[src/rtl/gmem_pkg.sv]
// gmem_pkg: shared types and constants for the graphics-memory arbiter.
//   gmem_addr_t / gmem_dat_t : default-width address and pixel word types
//   GMEM_DEPTH               : number of valid words (320x240)
//   STARVE_MAX_DEFAULT       : default CPU starvation bound
//   owner_e                  : which requester issued an access
//   rsp_tag_t                : per-access tag carried alongside the read latency
//   arb_state_e              : arbitration FSM states
package gmem_pkg;

    localparam int GMEM_ADDR_W        = 17;
    localparam int GMEM_DATA_W        = 8;
    localparam int GMEM_DEPTH         = 76800;
    localparam int STARVE_MAX_DEFAULT = 4;

    typedef logic [GMEM_ADDR_W-1:0] gmem_addr_t;
    typedef logic [GMEM_DATA_W-1:0] gmem_dat_t;

    typedef enum logic {
        OWN_DISP = 1'b0,
        OWN_CPU  = 1'b1
    } owner_e;

    typedef struct packed {
        owner_e owner;
        logic   is_read;
        logic   in_range;
    } rsp_tag_t;

    typedef enum logic {
        ARB_NORMAL = 1'b0,
        ARB_FORCED = 1'b1
    } arb_state_e;

endpackage

[src/rtl/gmem_rsp_pipe.sv]
// gmem_rsp_pipe: two-stage tag pipeline that steers gmem read data back to
// the requester that issued the read.
//   clk, rst          : clock, synchronous active-low reset
//   push, tag_in      : a grant happened this cycle, with its tag
//   mem_rdata         : gmem read data (valid one cycle after mem_en)
//   disp_rvalid/rdata : display read response
//   cpu_rvalid/rdata  : CPU read response
// Stage 1 lines up with mem_en, stage 2 with mem_rdata. The rvalid flags are
// registers; rdata presents the live (or zeroed) memory word in the rvalid
// cycle and a held copy of it afterwards.
module gmem_rsp_pipe
    import gmem_pkg::*;
#(
    parameter int DATA_W = GMEM_DATA_W
) (
    input  logic              clk,
    input  logic              rst,
    input  logic              push,
    input  rsp_tag_t          tag_in,
    input  logic [DATA_W-1:0] mem_rdata,
    output logic              disp_rvalid,
    output logic [DATA_W-1:0] disp_rdata,
    output logic              cpu_rvalid,
    output logic [DATA_W-1:0] cpu_rdata
);

    logic              s1_vld_r;
    rsp_tag_t          s1_tag_r;
    logic              disp_vld_r;
    logic              cpu_vld_r;
    logic              s2_in_range_r;
    logic [DATA_W-1:0] disp_hold_r;
    logic [DATA_W-1:0] cpu_hold_r;
    logic [DATA_W-1:0] rsp_data_s;

    // Tag pipeline: only reads occupy a slot; reset drops anything in flight.
    always_ff @(posedge clk) begin
        if (!rst) begin
            s1_vld_r      <= 1'b0;
            s1_tag_r      <= '{owner: OWN_DISP, is_read: 1'b0, in_range: 1'b0};
            disp_vld_r    <= 1'b0;
            cpu_vld_r     <= 1'b0;
            s2_in_range_r <= 1'b0;
        end else begin
            s1_vld_r      <= push & tag_in.is_read;
            s1_tag_r      <= tag_in;
            disp_vld_r    <= s1_vld_r & (s1_tag_r.owner == OWN_DISP);
            cpu_vld_r     <= s1_vld_r & (s1_tag_r.owner == OWN_CPU);
            s2_in_range_r <= s1_tag_r.in_range;
        end
    end

    // Response data: out-of-range reads never touched memory, so return zero.
    always_comb begin
        rsp_data_s = {DATA_W{1'b0}};
        if (s2_in_range_r) begin
            rsp_data_s = mem_rdata;
        end else begin
            rsp_data_s = {DATA_W{1'b0}};
        end
    end

    // Hold registers keep the last delivered word while rvalid is low.
    always_ff @(posedge clk) begin
        if (!rst) begin
            disp_hold_r <= {DATA_W{1'b0}};
            cpu_hold_r  <= {DATA_W{1'b0}};
        end else begin
            if (disp_vld_r) begin
                disp_hold_r <= rsp_data_s;
            end
            if (cpu_vld_r) begin
                cpu_hold_r <= rsp_data_s;
            end
        end
    end

    // Output steering: live word in the rvalid cycle, held copy otherwise.
    always_comb begin
        disp_rvalid = disp_vld_r;
        cpu_rvalid  = cpu_vld_r;
        disp_rdata  = disp_hold_r;
        cpu_rdata   = cpu_hold_r;
        if (disp_vld_r) begin
            disp_rdata = rsp_data_s;
        end else begin
            disp_rdata = disp_hold_r;
        end
        if (cpu_vld_r) begin
            cpu_rdata = rsp_data_s;
        end else begin
            cpu_rdata = cpu_hold_r;
        end
    end

endmodule

[src/rtl/gmem_arbiter.sv]
// gmem_arbiter: shares the single-port gmem between display scanout reads
// (priority) and CPU reads/writes, with a starvation bound for the CPU.
//   clk, rst                  : clock, synchronous active-low reset
//   disp_req/addr/gnt         : display read request and same-cycle grant
//   disp_rvalid/rdata         : display read response, 2 cycles after grant
//   cpu_req/we/addr/wdata/gnt : CPU access request and same-cycle grant
//   cpu_rvalid/rdata          : CPU read response, 2 cycles after grant
//   cpu_err                   : pulse one cycle after an out-of-range CPU grant
//   mem_en/we/addr/wdata      : registered gmem port
//   mem_rdata                 : gmem read data
module gmem_arbiter
    import gmem_pkg::*;
#(
    parameter int ADDR_W     = GMEM_ADDR_W,
    parameter int DATA_W     = GMEM_DATA_W,
    parameter int DEPTH      = GMEM_DEPTH,
    parameter int STARVE_MAX = STARVE_MAX_DEFAULT
) (
    input  logic              clk,
    input  logic              rst,
    input  logic              disp_req,
    input  logic [ADDR_W-1:0] disp_addr,
    output logic              disp_gnt,
    output logic              disp_rvalid,
    output logic [DATA_W-1:0] disp_rdata,
    input  logic              cpu_req,
    input  logic              cpu_we,
    input  logic [ADDR_W-1:0] cpu_addr,
    input  logic [DATA_W-1:0] cpu_wdata,
    output logic              cpu_gnt,
    output logic              cpu_rvalid,
    output logic [DATA_W-1:0] cpu_rdata,
    output logic              cpu_err,
    output logic              mem_en,
    output logic              mem_we,
    output logic [ADDR_W-1:0] mem_addr,
    output logic [DATA_W-1:0] mem_wdata,
    input  logic [DATA_W-1:0] mem_rdata
);

    localparam logic [ADDR_W-1:0] DEPTH_A  = ADDR_W'(DEPTH);
    localparam logic [3:0]        STARVE_L = 4'(STARVE_MAX);

    arb_state_e        state_r;
    arb_state_e        state_nxt_s;
    logic [3:0]        starve_cnt_r;
    logic              disp_gnt_s;
    logic              cpu_gnt_s;
    logic              disp_in_range_s;
    logic              cpu_in_range_s;
    rsp_tag_t          tag_s;
    logic              mem_en_r;
    logic              mem_we_r;
    logic [ADDR_W-1:0] mem_addr_r;
    logic [DATA_W-1:0] mem_wdata_r;
    logic              cpu_err_r;

    assign disp_in_range_s = (disp_addr < DEPTH_A);
    assign cpu_in_range_s  = (cpu_addr < DEPTH_A);

    // Arbitration: a starved CPU jumps the queue once, then FORCED hands the
    // next slot back to the display so forcing cannot repeat back-to-back.
    always_comb begin
        disp_gnt_s  = 1'b0;
        cpu_gnt_s   = 1'b0;
        state_nxt_s = state_r;
        case (state_r)
            ARB_NORMAL: begin
                if (cpu_req && (starve_cnt_r == STARVE_L)) begin
                    cpu_gnt_s   = 1'b1;
                    state_nxt_s = ARB_FORCED;
                end else if (disp_req) begin
                    disp_gnt_s = 1'b1;
                end else if (cpu_req) begin
                    cpu_gnt_s = 1'b1;
                end else begin
                    state_nxt_s = ARB_NORMAL;
                end
            end
            ARB_FORCED: begin
                if (disp_req) begin
                    disp_gnt_s = 1'b1;
                end else if (cpu_req) begin
                    cpu_gnt_s = 1'b1;
                end else begin
                    disp_gnt_s = 1'b0;
                end
                state_nxt_s = ARB_NORMAL;
            end
            default: begin
                state_nxt_s = ARB_NORMAL;
            end
        endcase
    end

    assign disp_gnt = disp_gnt_s;
    assign cpu_gnt  = cpu_gnt_s;

    // FSM state register and starvation counter (saturating).
    always_ff @(posedge clk) begin
        if (!rst) begin
            state_r      <= ARB_NORMAL;
            starve_cnt_r <= 4'd0;
        end else begin
            state_r <= state_nxt_s;
            if (!cpu_req || cpu_gnt_s) begin
                starve_cnt_r <= 4'd0;
            end else if (starve_cnt_r < STARVE_L) begin
                starve_cnt_r <= starve_cnt_r + 4'd1;
            end
        end
    end

    // gmem port registers: launched from the winner; addr/wdata hold when idle.
    always_ff @(posedge clk) begin
        if (!rst) begin
            mem_en_r    <= 1'b0;
            mem_we_r    <= 1'b0;
            mem_addr_r  <= {ADDR_W{1'b0}};
            mem_wdata_r <= {DATA_W{1'b0}};
            cpu_err_r   <= 1'b0;
        end else begin
            cpu_err_r <= cpu_gnt_s & ~cpu_in_range_s;
            if (disp_gnt_s) begin
                mem_en_r    <= disp_in_range_s;
                mem_we_r    <= 1'b0;
                mem_addr_r  <= disp_addr;
                mem_wdata_r <= {DATA_W{1'b0}};
            end else if (cpu_gnt_s) begin
                mem_en_r    <= cpu_in_range_s;
                mem_we_r    <= cpu_we & cpu_in_range_s;
                mem_addr_r  <= cpu_addr;
                mem_wdata_r <= cpu_we ? cpu_wdata : {DATA_W{1'b0}};
            end else begin
                mem_en_r <= 1'b0;
                mem_we_r <= 1'b0;
            end
        end
    end

    assign mem_en    = mem_en_r;
    assign mem_we    = mem_we_r;
    assign mem_addr  = mem_addr_r;
    assign mem_wdata = mem_wdata_r;
    assign cpu_err   = cpu_err_r;

    // Tag for the response pipeline, built from whichever requester won.
    always_comb begin
        tag_s = '{owner: OWN_DISP, is_read: 1'b0, in_range: 1'b0};
        if (cpu_gnt_s) begin
            tag_s = '{owner: OWN_CPU, is_read: ~cpu_we, in_range: cpu_in_range_s};
        end else begin
            tag_s = '{owner: OWN_DISP, is_read: disp_gnt_s, in_range: disp_in_range_s};
        end
    end

    gmem_rsp_pipe #(
        .DATA_W (DATA_W)
    ) u_rsp_pipe (
        .clk         (clk),
        .rst         (rst),
        .push        (disp_gnt_s | cpu_gnt_s),
        .tag_in      (tag_s),
        .mem_rdata   (mem_rdata),
        .disp_rvalid (disp_rvalid),
        .disp_rdata  (disp_rdata),
        .cpu_rvalid  (cpu_rvalid),
        .cpu_rdata   (cpu_rdata)
    );

endmodule

[config.mk]
export PLATFORM = sky130hd
export DESIGN_NAME = gmem_arbiter
export DESIGN_NICKNAME = d
export VERILOG_FILES = /design/src/rtl/gmem_pkg.sv /design/src/rtl/gmem_rsp_pipe.sv /design/src/rtl/gmem_arbiter.sv
export SDC_FILE = /design/constraint.sdc
export NUM_CORES = 1
export LEC_CHECK = 0
export ABC_CLOCK_PERIOD_IN_PS = 4100
export BUFFER_PORTS_ARGS = -buffer_cell sky130_fd_sc_hd__clkbuf_2
export CAP_MARGIN = 20
export CORE_MARGIN = 2
export CORE_UTILIZATION = 49
export DETAILED_ROUTE_END_ITERATION = 8
export PLACE_DENSITY = 0.92
export SLEW_MARGIN = 20
export SYNTH_ARGS = -nofsm -noshare
export SYNTH_HDL_FRONTEND = slang
export SYNTH_SLANG_ARGS = --single-unit
[constraint.sdc]
create_clock -name clk -period 4.1 [get_ports clk]
set_clock_uncertainty 0.2 [all_clocks]
set_input_delay 0.205 -clock clk [delete_from_list [all_inputs] [get_ports clk]]
set_output_delay 0.205 -clock clk [all_outputs]
set_load 0.05 [all_outputs]
==> impl_metrics.env, run 1 <==
export IMPL_nets=430
export IMPL_worstMarginPinSlew_ns=0.9207
export IMPL_ys_seq_area_frac=0.4698
export IMPL_grt_pass1_wl_um=9149
export IMPL_clk_root_buffer_cell="clkbuf_8"
export IMPL_drive_gt1_frac=0.3458
export IMPL_cts_tree="done"
export IMPL_port_buffers=102
export IMPL_ys_types=32
export IMPL_antennaDiodeCount=0
export IMPL_relSlewSlack=0.3862
export IMPL_ys_warn_count=0
export IMPL_vias=2185
export IMPL_rsz0062_at_grt="no"
export IMPL_fp_dieW_um=73.16
export IMPL_cap_violations=0
export IMPL_arrival_ns=2.04
export IMPL_synthFlopType="dfxtp_1"
export IMPL_hold_class="in -> reg"
export IMPL_critPathCaptureType="primary output"
export IMPL_synth_edf_count=0
export IMPL_antenna_found_initial=0
export IMPL_rows=25
export IMPL_nFillCells=352
export IMPL_critPathLaunchType="flip-flop"
export IMPL_htreeDepth=2
export IMPL_ant_nets=0
export IMPL_fin_ws_ns=1.652
export IMPL_synthesis_area_sq_um=2343
export IMPL_finalCriticalPeriod_ns=2.448
export IMPL_io_pins=103
export IMPL_clk_pin_slew_ns=0.09
export IMPL_finalMaxSlewViolations=0
export IMPL_wl_per_cell_um=13.99
export IMPL_clk_latency_ns=0.30
export IMPL_drt_iter0_drc=89
export IMPL_start_util=0.5028
export IMPL_die_y_um=73.16
export IMPL_grtUsageTotal=0.2249
export IMPL_power_leakage_nw=1.505
export IMPL_synth_seq_cells=55
export IMPL_crit_fanout=17
export IMPL_powerDensity_nw_per_um2=349.9
export IMPL_routed_via_density=5.117
export IMPL_synth_net_count=312
export IMPL_finalSetupTns_ns=0
export IMPL_postSynthCellCount=255
export IMPL_cts_sinks=55
export IMPL_ctsResizeCount=0
export IMPL_grt_start_max_net_pins=58
export IMPL_postRouteWirelength_um=5974
export IMPL_status="finished clean"
export IMPL_cts_buffer_depth=2
export IMPL_cts_buffers=5
export IMPL_ir_worst_vdd_mv=0.2417
export IMPL_first_pass_iters=4
export IMPL_gp_congestion=0.7961
export IMPL_dpl_worst_slack_ns=2.021
export IMPL_overflow=0
export IMPL_grt_pass1_vias=2018
export IMPL_dp_hpwl_um=3769
export IMPL_setup_viol=0
export IMPL_async_flop_share=0
export IMPL_core_area_sq_um=4661
export IMPL_min_period_over_period=0.5970
export IMPL_area_growth_syn_to_layout_pct=36.04
export IMPL_critPathKind="reg -> out"
export IMPL_max_freq_mhz=408.6
export IMPL_syn_area_per_cell_sq_um=9.190
export IMPL_dieArea_sq_um=5352
export IMPL_crit_required_ns=3.69
export IMPL_route_detailed_drc=0
export IMPL_final_hold_violation_count=0
## synthesized netlist by cell type, types with 2 or more instances
master / count / area (sq um)
nand2_1: 37 / 138.9
nand3_1: 17 / 85.08
buf_6: 2 / 22.52
clkbuf_1: 9 / 33.78
a211oi_1: 2 / 15.01
nor2_1: 6 / 22.52
dfxtp_1: 55 / 1101
o21ai_0: 17 / 85.08
mux2_2: 17 / 191.4
a21boi_0: 2 / 15.01
a21oi_1: 4 / 20.02
ha_1: 2 / 25.02
buf_2: 4 / 20.02
and2_1: 18 / 112.6
o22ai_1: 2 / 12.51
inv_1: 22 / 82.58
o21ai_1: 2 / 10.01
mux2i_1: 16 / 160.2
a22o_1: 8 / 70.07
## layer usage
layer	vias to the layer above	share of wire	track usage	wire length (um)
li1	1087	-	-	-
met1	996	0.39	0.2379	2331
met2	88	0.52	0.4044	3130
met3	14	0.063	0.06630	374
met4	0	0.023	0.1070	138
met5	-	0	0	0
## path summary, 6_finish.rpt
| path | slack [ns] | to | cells after the start | startpoint |
|---|---|---|---|---|
| worst min register to register | 0.22 | u_rsp_pipe.disp_rvalid | 1 | u_rsp_pipe.s1_tag_r[2] |
| worst min-delay path | 0.02 | mem_addr[16] | 3 | disp_addr[16] |
| worst max register to register | 2.10 | mem_wdata[3] | 5 | starve_cnt_r[0] |
| worst max-delay path | 1.65 | disp_gnt | 6 | starve_cnt_r[0] |
## repair_timing
item                                    in CTS  in global routing
endpoints found under the hold margin       24                  0
endpoints found under the setup margin       0                  0
hold buffers                                24                  0
setup buffers                                0                  0
## placed cells by master, fill, tap and decap left out, drive strengths merged, types with 2 or more instances in the layout
master / n
inv: 23
mux2: 17
ha: 2
a21boi: 2
a211oi: 3
and2: 18
o21ai: 20
nand2: 37
a22o: 8
dlygate4sd3: 24
mux2i: 16
o22ai: 2
clkbuf: 108
nand3: 17
dfxtp: 55
nor2: 6
a21oi: 4
## stage by stage
stage          cells    util  instance area [sq um]  power, mW  hold WS, ns
2_1_floorplan    255       -                   2344     0.7086       0.1307
5_1_grt          427  0.6840                   3188      1.164     0.009594
3_5_place_dp     396  0.6105                   2845     0.7652       0.2015
6_report         427  0.6840                   3188      1.115      0.02113
3_3_place_gp     396  0.6105                   2845     0.7603       0.1906
4_1_cts          427  0.6840                   3188      1.119     0.002532
## sequential cells by signal, indices dropped and copies added (netlist names), 2 cells and up
register and count:
mem_addr 17, mem_wdata 8, starve_cnt_r 4, u_rsp_pipe.cpu_hold_r 8, u_rsp_pipe.disp_hold_r 8, u_rsp_pipe.s1_tag_r 2
## worst max-delay path, cell delays in order (launching register included)
cell	delay (ns)
dfxtp_1	0.35
inv_1	0.08
ha_1	0.16
nand4bb_1	0.39
o21ai_4	0.33
inv_4	0.16
clkbuf_2	0.27
## final cells by class
cell class / count / area [sq um] / share of cell area
Multi-Input combinational cell: 161 / 1074 / 0.3367
Inverter: 24 / 92.59 / 0.02904
Clock inverter: 1 / 30.03 / 0.009419
Sequential cell: 55 / 1101 / 0.3454
Timing Repair Buffer: 126 / 750.7 / 0.2355
Clock buffer: 6 / 72.57 / 0.02276
Tap cell: 54 / 67.56 / 0.02119
## report_power, final
group          internal [mW]  total, mW  switching, mW
combinational         0.0778      0.207          0.130
sequential             0.554      0.568         0.0144
clock                  0.179      0.340          0.160
total                  0.811       1.12          0.304
## cells by family (layout without fill, tap and decap cells)
logic type                 Yosys count  in the layout  synth area share
and+or+nand+nor                     83             83            0.1708
AOI/OAI and AO/OA                   42             42            0.1228
muxes                               33             33            0.1500
xor gates and xnor gates             1              1          0.003738
adders and majority gates            2              2           0.01068
buffers and inverters               39            157           0.07208
DFF                                 55             55            0.4698
No activity file was read; power rests on OpenSTA's default activity.
==> inputs of run 2 (changes only) <==
--- a/config.mk
+++ b/config.mk
@@ -5,13 +5,14 @@
 export SDC_FILE = /design/constraint.sdc
 export NUM_CORES = 1
 export LEC_CHECK = 0
-export ABC_CLOCK_PERIOD_IN_PS = 4100
+export ABC_AREA = 1
+export ABC_CLOCK_PERIOD_IN_PS = 2100
 export BUFFER_PORTS_ARGS = -buffer_cell sky130_fd_sc_hd__clkbuf_2
 export CAP_MARGIN = 20
 export CORE_MARGIN = 2
-export CORE_UTILIZATION = 49
+export CORE_UTILIZATION = 43
 export DETAILED_ROUTE_END_ITERATION = 8
-export PLACE_DENSITY = 0.92
+export PLACE_DENSITY = 0.86
 export SLEW_MARGIN = 20
 export SYNTH_ARGS = -nofsm -noshare
 export SYNTH_HDL_FRONTEND = slang
==> constraint.sdc (replaced) <==
create_clock -name clk -period 2.1 [get_ports clk]
set_clock_uncertainty 0.2 [all_clocks]
set_input_delay 0.105 -clock clk [delete_from_list [all_inputs] [get_ports clk]]
set_output_delay 0.105 -clock clk [all_outputs]
set_load 0.05 [all_outputs]
==> run 2 against run 1 <==
Power grew 110%. Highest routed layer unchanged. Count of clock-buffer cells in the layout increased by 1. Critical path depth grew 3.
==> impl_metrics.env, run 2 <==
export IMPL_synth_top_cell_area_share=0.4483
export IMPL_critPathKind="reg -> out"
export IMPL_rows=27
export IMPL_ir_worst_vdd_mv=0.4132
export IMPL_grt_pass1_vias=2627
export IMPL_gp_congestion=0.8016
export IMPL_stdcell_count=586
export IMPL_grtUsageTotal=0.2166
export IMPL_synth_common_cells="80 x nand2_1, 75 x nor2_1, 55 x dfxtp_1"
export IMPL_power_leakage_nw=2.028
export IMPL_area_growth_syn_to_layout_pct=47.83
export IMPL_htreeDepth=2
export IMPL_cts_buffers=5
export IMPL_finalMaxSlewViolations=0
export IMPL_dp_cells=526
export IMPL_cts_buffer_depth=2
export IMPL_synthFlopType="dfxtp_1"
export IMPL_dieArea_sq_um=6332
export IMPL_wl_per_cell_um=11.83
export IMPL_ys_seq_area_frac=0.4483
export IMPL_crit_required_ns=1.79
export IMPL_antenna_found_initial=0
export IMPL_synth_top_area_cell="dfxtp_1"
export IMPL_fp_dieW_um=79.58
export IMPL_status="finished clean"
export IMPL_critPathCaptureType="primary output"
export IMPL_port_buffers=102
export IMPL_r2r_end="mem_addr[12]"
export IMPL_ys_warn_count=0
export IMPL_timing_hold_ws_ns=0.01014
export IMPL_ant_nets=0
export IMPL_async_flop_share=0
export IMPL_rr_worst_depth=10
export IMPL_rsz0062_at_grt="no"
export IMPL_postRouteWirelength_um=6931
export IMPL_critPathLaunchType="flip-flop"
export IMPL_layout_commonest_cell="clkbuf_2"
export IMPL_grt_pass1_wl_um=11030
export IMPL_placed_area_sq_um=2999
export IMPL_synth_edf_count=0
export IMPL_clk_latency_ns=0.30
export IMPL_ys_types=23
export IMPL_fin_area_sq_um=3631
export IMPL_setup_viol=0
export IMPL_routed_via_density=4.660
export IMPL_synth_seq_cells=55
export IMPL_drive_gt1_frac=0.2412
export IMPL_cts_tree="done"
export IMPL_regToRegSetupSlack_ns=0.40
export IMPL_io_pins=103
export IMPL_finalCriticalPeriod_ns=1.986
export IMPL_syn_area_per_cell_sq_um=6.729
export IMPL_start_util=0.4460
export IMPL_synth_net_count=422
export IMPL_core_area_sq_um=5507
export IMPL_final_hold_violation_count=0
export IMPL_crit_fanout=14
export IMPL_clk_root_buffer_cell="clkbuf_8"
export IMPL_ys_top_cells_by_area="dfxtp_1 45%, nand2_1 12%, nor2_1 11%"
export IMPL_finalSetupTns_ns=0
export IMPL_powerDensity_nw_per_um2=643.9
export IMPL_postSynthCellCount=365
export IMPL_first_pass_iters=5
export IMPL_overflow=0
export IMPL_route_detailed_drc=0
export IMPL_hold_class="in -> reg"
export IMPL_arrival_ns=1.68
export IMPL_post_cts_buffers=0
export IMPL_clk_pin_slew_ns=0.09
export IMPL_dp_hpwl_um=4274
export IMPL_r2r_start="starve_cnt_r[0]"
export IMPL_die_y_um=79.58
export IMPL_relSlewSlack=0.6709
export IMPL_vias=2731
export IMPL_max_freq_mhz=503.4
export IMPL_yosysMostFrequentCell="nand2_1"
export IMPL_crit_start="starve_cnt_r[0]"
export IMPL_nets=570
export IMPL_grt_start_max_net_pins=36
export IMPL_min_delay_path_depth=5
export IMPL_worstMarginPinSlew_ns=0.4929
export IMPL_min_period_over_period=0.9459
export IMPL_hold_end="u_rsp_pipe.cpu_hold_r[0]"
export IMPL_synthesis_area_sq_um=2456
export IMPL_layout_common_cells="101 x clkbuf_2, 80 x nand2_1, 75 x nor2_1"
export IMPL_antennaDiodeCount=0
export IMPL_drt_iter0_drc=150
export IMPL_min_delay_start="mem_rdata[0]"
export IMPL_largest_reg_flops=17
export IMPL_cap_violations=0
export IMPL_cts_sinks=55
-- run 2: how the worst max path moves through the flow --
| stage | to | slack (ns) | depth (start not counted) |
|---|---|---|---|
| 2_1_floorplan | starve_cnt_r[0] | 0.30 | 7 |
| 3_3_place_gp | cpu_gnt | 0.35 | 9 |
| 3_5_place_dp | cpu_gnt | 0.31 | 9 |
| 4_1_cts | cpu_gnt | 0.02 | 9 |
| 5_1_grt | cpu_gnt | 0.008 | 9 |
| 6_report | cpu_gnt | 0.11 | 9 |
-- run 2: kinds of logic after synthesis --
family	count (synthesis)	share of synthesized area
AOI/OAI and AO/OA	31	0.06878
xor gates and xnor gates	1	0.003567
buffers and inverters	73	0.1212
adders and majority gates	2	0.01019
DFF	55	0.4483
and+or+nand+nor	203	0.3479
-- run 2: metrics by stage --
step / util / worst slack, ns / power [mW]
floorplan: - / 0.2955 / 1.512
global placement: 0.5446 / 0.3527 / 1.641
detailed placement: 0.5446 / 0.3112 / 1.652
CTS: 0.6567 / 0.02162 / 2.353
global route: 0.6594 / 0.007691 / 2.450
finish: 0.6594 / 0.1136 / 2.338
-- run 2: repair_timing --
| action | in CTS | in global routing |
|---|---|---|
| hold buffers | 51 | 0 |
| endpoints found under the hold margin | 46 | 0 |
| gates resized for setup | 1 | 2 |
| cloned | 0 | 1 |
| pin swaps | 0 | 1 |
| setup endpoints to repair | 1 | 1 |
-- run 2: critical path: stages (launching register included) --
cell,delay [ns]
dfxtp_1,0.32
inv_1,0.08
ha_1,0.18
nand2_2,0.06
inv_2,0.07
nand3_4,0.11
nand2_8,0.15
nand2_2,0.10
inv_2,0.13
buf_6,0.17
-- run 2: layout make-up --
type / instances / area, sq um
multi-input combinational: 238 / 1069
inverter: 56 / 210.2
timing repair buffer: 157 / 1057
fill: 466 / 1876
sequential: 55 / 1101
clock inverter: 1 / 7.507
tap: 72 / 90.09
clock buffer: 7 / 96.34
-- run 2: report_power, final --
| part | internal [mW] | switching, mW | leakage, nW | total, mW |
|---|---|---|---|---|
| Sequential | 1.09 | 0.0291 | 0.451 | 1.12 |
| Combinational | 0.203 | 0.388 | 1.53 | 0.591 |
| Clock | 0.300 | 0.324 | 0.0505 | 0.624 |
-- run 2: metal layers --
metal,GRT usage,up-vias,share of wire
li1,-,1409,-
met1,0.2454,1186,0.41
met2,0.4008,120,0.50
met3,0.04412,16,0.065
met4,0.07241,0,0.022
met5,0,-,0
==> inputs of run 3 (changes only) <==
--- a/config.mk
+++ b/config.mk
@@ -12,7 +12,7 @@
 export CORE_MARGIN = 2
 export CORE_UTILIZATION = 43
 export DETAILED_ROUTE_END_ITERATION = 8
-export PLACE_DENSITY = 0.86
+export PLACE_DENSITY_LB_ADDON = 0.12
 export SLEW_MARGIN = 20
 export SYNTH_ARGS = -nofsm -noshare
 export SYNTH_HDL_FRONTEND = slang
==> run 3 against run 2 <==
Sequential share of layout area is 0.50 points lower. Non-clock buffer count is 5 higher. First-iteration DRC count is 17% lower. Count of clock-buffer cells in the layout is 2 lower. Wire length is 2.2% lower. Power is 3.4% higher. Register-to-register slack worse by 0.28 ns. Fmax is 0.41% higher. Critical path type is now reg -> reg. Largest cell class is now buffers. Highest routed layer unchanged.
==> impl_metrics.env, run 3 (synthesis results as in run 2) <==
export IMPL_status="finished clean"
export IMPL_routed_via_density=4.636
export IMPL_final_hold_violation_count=0
export IMPL_finalMaxSlewViolations=0
export IMPL_power_frac_clock=0.289
export IMPL_dpl_worst_slack_ns=0.2801
export IMPL_layout_common_cells="101 x clkbuf_2, 80 x nand2_1, 75 x nor2_1"
export IMPL_min_delay_start="cpu_req"
export IMPL_htreeDepth=2
export IMPL_p_seq_frac=0.465
export IMPL_finalCriticalPeriod_ns=1.978
export IMPL_min_delay_path_depth=3
export IMPL_grt_pass1_wl_um=11030
export IMPL_cts_sinks=55
export IMPL_grtUsageTotal=0.2187
export IMPL_p_sw_mw=0.7587
export IMPL_setup_viol=0
export IMPL_antenna_found_initial=0
export IMPL_fp_dieW_um=79.58
export IMPL_r2r_start="starve_cnt_r[0]"
export IMPL_intPower_mw=1.659
export IMPL_powerDensity_nw_per_um2=654.7
export IMPL_cap_violations=0
export IMPL_crit_fanout=7
export IMPL_fin_ws_ns=0.1217
export IMPL_postRouteWirelength_um=6781
export IMPL_r2r_end="mem_wdata[0]"
export IMPL_clk_latency_ns=0.30
export IMPL_antennaDiodeCount=0
export IMPL_nFillCells=494
export IMPL_cts_tree="done"
export IMPL_ant_nets=0
export IMPL_stdcell_count=591
export IMPL_layout_commonest_cell="clkbuf_2"
export IMPL_rr_worst_depth=9
export IMPL_finalSetupTns_ns=0
export IMPL_first_pass_iters=6
export IMPL_cts_buffer_depth=2
export IMPL_crit_start="starve_cnt_r[0]"
export IMPL_grt_start_max_net_pins=35
export IMPL_largest_reg_flops=17
export IMPL_hold_end="mem_wdata[7]"
export IMPL_vias=2740
export IMPL_power_leakage_nw=2.054
export IMPL_relSlewSlack=0.6660
export IMPL_placed_area_sq_um=3007
export IMPL_drt_iter0_drc=125
export IMPL_max_freq_mhz=505.5
export IMPL_min_period_over_period=0.9420
export IMPL_seqCellArea_sq_um=1101
export IMPL_grt_pass1_vias=2527
export IMPL_port_buffers=102
export IMPL_nets=575
export IMPL_start_util=0.4460
export IMPL_post_route_util=0.6705
export IMPL_clk_pin_slew_ns=0.10
export IMPL_critPathKind="reg -> reg"
export IMPL_drive_gt1_frac=0.2466
export IMPL_worstMarginPinSlew_ns=0.5003
export IMPL_hold_class="in -> reg"
export IMPL_dp_cells=527
export IMPL_swShare=0.3139
export IMPL_dp_hpwl_um=4191
export IMPL_io_pins=103
export IMPL_combPwrFrac=0.246
export IMPL_area_growth_syn_to_layout_pct=50.33
export IMPL_overflow=0
export IMPL_wl_per_cell_um=11.47
export IMPL_multi_input_area_sq_um=1076
export IMPL_rsz0062_at_grt="no"
export IMPL_ir_worst_vdd_mv=0.3868
export IMPL_die_y_um=79.58
export IMPL_rows=27
export IMPL_critPathLaunchType="flip-flop"
export IMPL_core_area_sq_um=5507
export IMPL_dieArea_sq_um=6332
export IMPL_gp_congestion=0.7234
export IMPL_cts_buffers=5
export IMPL_critPathCaptureType="flip-flop"
export IMPL_arrival_ns=2.02
export IMPL_regToRegSetupSlack_ns=0.12
export IMPL_fin_area_sq_um=3692
export IMPL_clk_root_buffer_cell="clkbuf_8"
export IMPL_crit_required_ns=2.14
export IMPL_route_detailed_drc=0
run 3: changes by cell type in the layout (fill, tap and decap cells not counted):
cell | previous run | this run
clkinvlp_4 | 1 | 0
a21oi_2 | 0 | 2
clkbuf_8 | 7 | 5
dlygate4sd3_1 | 51 | 54
clkinv_4 | 0 | 1
a21oi_1 | 7 | 5
clkinv_2 | 0 | 1
bufinv_16 | 0 | 1
buf_4 | 4 | 6
run 3: final cells by class:
cell class / instances / share of cell area
flip-flops and latches: 55 / 0.2982
well taps: 72 / 0.02440
multi-input cells: 238 / 0.2914
clock inverters: 3 / 0.01186
inverters: 56 / 0.05693
repair buffers: 162 / 0.2985
clock buffers: 5 / 0.01864
run 3: power groups by stage:
stage                     clock [mW]  sequential, mW  combinational, mW
after floorplan                    0            1.25              0.259
after global placement             0            1.15              0.501
final                          0.698            1.12              0.596
after global routing           0.775            1.13              0.646
after CTS                      0.722            1.12              0.589
after detailed placement           0            1.15              0.505
run 3: worst max path at each step:
| stage | depth (start not counted) | slack [ns] | endpoint |
|---|---|---|---|
| after floorplan | 7 | 0.30 | starve_cnt_r[0] |
| after global placement | 9 | 0.34 | cpu_gnt |
| after detailed placement | 9 | 0.28 | cpu_gnt |
| after CTS | 9 | 0.003 | cpu_gnt |
| after global routing | 9 | 0.0007 | cpu_gnt |
| final | 9 | 0.12 | mem_wdata[0] |
run 3: per-stage QoR:
stage | power, mW | hold WS, ns
after global placement | 1.646 | 0.1868
after CTS | 2.433 | 0.01796
after floorplan | 1.512 | 0.05346
after detailed placement | 1.652 | 0.1932
final | 2.417 | 0.03906
after global routing | 2.552 | 0.05554
run 3: timing repair:
action | in CTS | in global routing
gates cloned | 1 | 0
hold buffers | 56 | 0
endpoints found under the setup margin | 1 | 4
buffers inserted | 0 | 1
pin swaps | 1 | 1
hold endpoints to repair | 48 | 0
resized for setup | 1 | 4
run 3: worst max-delay path, stage by stage (launching register included):
cell and delay [ns]:
dfxtp_1 0.33, inv_1 0.08, ha_1 0.18, nand2_2 0.06
inv_2 0.07, nand3_4 0.11, nand2_8 0.11, nand3_1 0.06
dlygate4sd3_1 0.56, a21oi_1 0.14
run 3: metal layers:
layer  track usage  share of wire  vias to the layer above
met3       0.04186          0.050                       14
met5             0              0                        -
met2        0.3765           0.48                       83
met4       0.08103          0.019                        0
li1              -              -                     1425
met1        0.2698           0.45                     1218
